<file path="src/rtl/pause_dim_ctrl.sv">
// Pause/dim controller: merges a user pause toggle with external pause requests,
// then fades the RGB output in per-channel shift steps after a long user pause.
module pause_dim_ctrl #(
  parameter int              NSRC        = 2,
  parameter logic [NSRC-1:0] IMM_MASK    = '1,
  parameter bit              VB_SYNC     = 1'b1,
  parameter logic [31:0]     DIM_CYCLES  = 32'h1C9C3800,
  parameter int              DIM_STEPS   = 2,
  parameter int              STEP_FRAMES = 8,
  parameter int              RW          = 3,
  parameter int              GW          = 3,
  parameter int              BW          = 2,
  localparam int             DLW         = $clog2(DIM_STEPS + 1),
  localparam int             PW          = RW + GW + BW
) (
  input  logic            clk_sys,
  input  logic            reset_n,
  input  logic            pause_btn,
  input  logic            unpause_btn,
  input  logic [NSRC-1:0] req,
  input  logic            vblank,
  input  logic [PW-1:0]   rgb_in,
  output logic [PW-1:0]   rgb_out,
  output logic            pause_n,
  output logic            user_paused,
  output logic [DLW-1:0]  dim_level
);

  localparam int             FW         = (STEP_FRAMES > 1) ? $clog2(STEP_FRAMES) : 1;
  localparam logic [FW-1:0]  LAST_FRAME = FW'(STEP_FRAMES - 1);
  localparam logic [DLW-1:0] MAX_DIM    = DLW'(DIM_STEPS);

  logic           pause_prev_q, unpause_prev_q, vblank_prev_q;
  logic           user_req_q, user_req_d;
  logic           paused_q, paused_d;
  logic [31:0]    timer_q, timer_d;
  logic [DLW-1:0] dim_q, dim_d;
  logic [FW-1:0]  frame_q, frame_d;
  logic [PW-1:0]  rgb_q, rgb_d;

  logic pause_rise, unpause_rise, vb_rise;
  logic imm_req, sync_req;
  logic [RW-1:0] r_dim;
  logic [GW-1:0] g_dim;
  logic [BW-1:0] b_dim;

  assign pause_rise   = pause_btn & ~pause_prev_q;
  assign unpause_rise = unpause_btn & ~unpause_prev_q;
  assign vb_rise      = vblank & ~vblank_prev_q;

  // The user request joins whichever group VB_SYNC selects.
  assign imm_req  = (|(req & IMM_MASK))  | (~VB_SYNC & user_req_q);
  assign sync_req = (|(req & ~IMM_MASK)) | (VB_SYNC & user_req_q);

  assign r_dim = rgb_in[RW-1:0] >> dim_q;
  assign g_dim = rgb_in[RW +: GW] >> dim_q;
  assign b_dim = rgb_in[RW+GW +: BW] >> dim_q;

  always_comb begin
    user_req_d = user_req_q;
    paused_d   = 1'b0;
    timer_d    = timer_q;
    dim_d      = dim_q;
    frame_d    = frame_q;
    rgb_d      = {b_dim, g_dim, r_dim};

    // A pause press wins over a simultaneous coin/start press.
    if (pause_rise) begin
      user_req_d = ~user_req_q;
    end else if (unpause_rise) begin
      user_req_d = 1'b0;
    end

    if (imm_req) begin
      paused_d = 1'b1;
    end else if (sync_req) begin
      paused_d = paused_q | vb_rise;
    end

    if (!user_req_q) begin
      timer_d = '0;
    end else if (paused_q && (timer_q < DIM_CYCLES)) begin
      timer_d = timer_q + 32'd1;
    end

    if (!user_req_q) begin
      dim_d   = '0;
      frame_d = '0;
    end else if ((timer_q == DIM_CYCLES) && vb_rise) begin
      if (frame_q == LAST_FRAME) begin
        frame_d = '0;
        if (dim_q < MAX_DIM) dim_d = dim_q + DLW'(1);
      end else begin
        frame_d = frame_q + FW'(1);
      end
    end
  end

  always_ff @(posedge clk_sys or negedge reset_n) begin
    if (!reset_n) begin
      pause_prev_q   <= 1'b0;
      unpause_prev_q <= 1'b0;
      vblank_prev_q  <= 1'b0;
      user_req_q     <= 1'b0;
      paused_q       <= 1'b0;
      timer_q        <= '0;
      dim_q          <= '0;
      frame_q        <= '0;
      rgb_q          <= '0;
    end else begin
      pause_prev_q   <= pause_btn;
      unpause_prev_q <= unpause_btn;
      vblank_prev_q  <= vblank;
      user_req_q     <= user_req_d;
      paused_q       <= paused_d;
      timer_q        <= timer_d;
      dim_q          <= dim_d;
      frame_q        <= frame_d;
      rgb_q          <= rgb_d;
    end
  end

  assign rgb_out     = rgb_q;
  assign pause_n     = ~paused_q;
  assign user_paused = user_req_q;
  assign dim_level   = dim_q;

endmodule
</file>
<file path="config.mk">
export PLATFORM = sky130hd
export DESIGN_NAME = pause_dim_ctrl
export DESIGN_NICKNAME = d
export VERILOG_FILES = /design/src/rtl/pause_dim_ctrl.sv
export SDC_FILE = /design/constraint.sdc
export NUM_CORES = 1
export LEC_CHECK = 0
export ABC_AREA = 1
export CAP_MARGIN = 10
export CORE_MARGIN = 2
export CORE_UTILIZATION = 28
export CTS_CLUSTER_DIAMETER = 120
export DETAILED_ROUTE_END_ITERATION = 8
export PLACE_DENSITY = 0.41
export SLEW_MARGIN = 25
export SYNTH_ARGS = -nofsm -noshare
export SYNTH_HDL_FRONTEND = slang
export SYNTH_SLANG_ARGS = --single-unit
</file>
<file path="constraint.sdc">
create_clock -name clk_sys -period 1.9 [get_ports clk_sys]
set_input_delay 0.475 -clock clk_sys [delete_from_list [all_inputs] [get_ports clk_sys]]
set_output_delay 0.475 -clock clk_sys [all_outputs]
set_load 0.1 [all_outputs]
</file>
==> impl_metrics.env <==
export IMPL_status="completed"
export IMPL_cts_tree="done"
export IMPL_tightest_slew_ns=0.659
export IMPL_firstDrtPassIters=4
export IMPL_holdBufCountCts=0
export IMPL_leakage_nw=1.77
export IMPL_final_util_pct=35.0
export IMPL_cap_violations=0
export IMPL_criticalPathCategory="reg2reg"
export IMPL_synth_top_area_share_pct=40.7
export IMPL_grt_max_degree=51
export IMPL_slew_violations=0
export IMPL_ys_seq_area_share_pct=40.7
export IMPL_timing_fmax_mhz=601
export IMPL_ys_top_cells_by_area="dfrtp_1 41%, nand2_1 18%, nor2_1 9.5%"
export IMPL_ir_worst_vdd_mv=0.395
export IMPL_fin_skew_ns=0.0125
export IMPL_routed_wl_mm=8.40
export IMPL_clk_pin_slew_ns=0.11
export IMPL_layout_drive_gt1_share_pct=9.43
export IMPL_drt_drc_violations_left=0
export IMPL_crit_required_ns=2.12
export IMPL_cts_buffers=5
export IMPL_die_y_um=109
export IMPL_holdCritPathClass="in2async"
export IMPL_finalSetupViolCount=0
export IMPL_synth_area_um2=3070
export IMPL_ioPinCount=27
export IMPL_fillers=1160
export IMPL_cts_sinks=50
export IMPL_avgSynthCellArea_um2=6.79
export IMPL_root_buffer="clkbuf_8"
export IMPL_endpoint_kind="register"
export IMPL_pre_cts_slack_ns=-0.115
export IMPL_post_dp_hpwl_mm=6.23
export IMPL_ys_types=30
export IMPL_rsz0062_at_grt="false"
export IMPL_arrival_ns=1.88
export IMPL_yosysWarnings=0
export IMPL_clk_path_buf_depth=2
export IMPL_htreeDepth=2
export IMPL_grt_pass1_wl_mm=14.2
export IMPL_power_density_nw_per_um2=603
export IMPL_num_rows=38
export IMPL_final_nets=506
export IMPL_holdWs_ns=0.139
export IMPL_slew_headroom_pct=56.0
export IMPL_worstPathMaxFanout=16
export IMPL_min_period_over_period_pct=87.6
export IMPL_place_port_buffers=26
export IMPL_diodes=0
export IMPL_gr_total_overflow=0
export IMPL_yosys_area_top_type="dfrtp_1"
export IMPL_syn_nets=472
export IMPL_grt_pass1_vias=2721
export IMPL_area_delta_synth_final_pct=23.0
export IMPL_routedWlPerCell_um=13.4
export IMPL_final_antenna_net_count=0
export IMPL_final_hold_viol_count=0
export IMPL_fin_crit_ns=1.66
export IMPL_synth_seq_cells=50
export IMPL_first_iter_violations=162
export IMPL_via_per_inst=4.49
export IMPL_worst_slack_ns=0.236
export IMPL_grt_usage_pct=15.5
export IMPL_gp_congestion=0.829
export IMPL_core_area_um2=10800
export IMPL_start_util_pct=28.5
export IMPL_die_area_um2=11800
export IMPL_syn_inst=453
export IMPL_cp_start_kind="register"
export IMPL_clk_latency_ns=0.32
export IMPL_die_w_um=109
export IMPL_vias=2822
export IMPL_antenna_found_initial=0
## flip-flops by register name, summed over array words and instances, names as in the netlist
| signal | flops |
|---|---|
| dim_level | 2 |
| frame_q | 3 |
| user_paused | 1 |
| vblank_prev_q | 1 |
| pause_prev_q | 1 |
| timer_q | 32 |
| paused_q | 1 |
| unpause_prev_q | 1 |
| rgb_out | 8 |
## through the flow
step                      total power [mW]  cells  instance area (um^2)  setup TNS [ns]
after detailed placement              1.52    620                  3670          -0.328
final                                 2.28    628                  3780               0
after global routing                  2.40    628                  3780               0
after CTS                             2.32    628                  3780               0
after global placement                1.52    620                  3670         -0.0692
after floorplan                       1.34    453                  3070               0
## cells by family after synthesis
kind of cell	Yosys count	share of synthesized area, %
simple gates	291	40.3
buf+inv	67	9.04
flops	50	40.7
compound gates	31	5.53
xor+xnor	10	2.85
fa+ha+maj	4	1.63
## critical path, cell delays in order, from the launching register on
cell	delay, ns
dfrtp_1	0.50
nand2_1	0.11
clkinv_1	0.06
nand2_1	0.05
nor2_2	0.12
nand2_1	0.17
nor2_2	0.17
nor2_4	0.06
buf_12	0.15
nand4_1	0.11
nand2_1	0.06
## cell type report
cell class / instances / area (um^2) / share of cell area [%]
multi-input combinational: 336 / 1550 / 41.0
sequential: 50 / 1250 / 33.1
timing repair buffer: 35 / 468 / 12.4
inverter: 59 / 226 / 5.99
tap: 140 / 175 / 4.63
clock buffer: 6 / 72.6 / 1.92
clock inverter: 2 / 37.5 / 0.993
## where the power goes
| part | total (mW) | switching, mW | internal (mW) |
|---|---|---|---|
| Combinational | 0.390 | 0.258 | 0.131 |
| Clock | 0.787 | 0.394 | 0.394 |
| Sequential | 1.10 | 0.0177 | 1.09 |
## cell usage after synthesis (all sizes together)
library cell,n
a21oi,2
clkinv,3
nand4,10
dfrtp,50
ha,4
o21bai,2
xor2,9
nand2,152
xnor2,1
nor3,3
o21ai,22
buf,6
inv,56
o22ai,2
and2,3
nor2,88
o211ai,3
nand3,35
clkbuf,2
## final timing paths
check                                        startpoint                       to  slack [ns]  cells past startpoint
max in group asynchronous                       reset_n     rgb_out[2]$_DFF_PN0_        1.52                      2
worst min register to register  timer_q[31]$_DFFE_PN0P_  timer_q[31]$_DFFE_PN0P_        0.48                      2
min in group clk_sys            timer_q[31]$_DFFE_PN0P_  timer_q[31]$_DFFE_PN0P_        0.48                      2
worst max register to register  timer_q[23]$_DFFE_PN0P_  timer_q[23]$_DFFE_PN0P_        0.24                     10
worst min-delay path                            reset_n  timer_q[23]$_DFFE_PN0P_        0.14                      2
worst max-delay path            timer_q[23]$_DFFE_PN0P_  timer_q[23]$_DFFE_PN0P_        0.24                     10
## what timing repair did
action | CTS | global route
resized for setup | 0 | 1
setup endpoints to repair | 0 | 3
buffers inserted | 0 | 0
## cell usage in the layout, fill, tap and decap left out, types with 4 or more instances in the layout
cell,n
o21ai_0,11
nor2_1,78
xor2_1,9
nand3_1,34
clkdlybuf4s50_1,13
buf_12,14
clkbuf_8,5
buf_4,7
ha_1,4
o21ai_1,11
nand4_1,10
nor2_4,5
dfrtp_1,50
nand2_1,148
inv_1,54
nor2_2,5
## routing by layer
metal | track usage [%] | share of wire (%)
met3 | 2.57 | 2.5
met5 | 0 | 0
met1 | 22.2 | 51
met2 | 24.2 | 46
met4 | 3.85 | 1.3
Power figures use the tool's default switching activity.
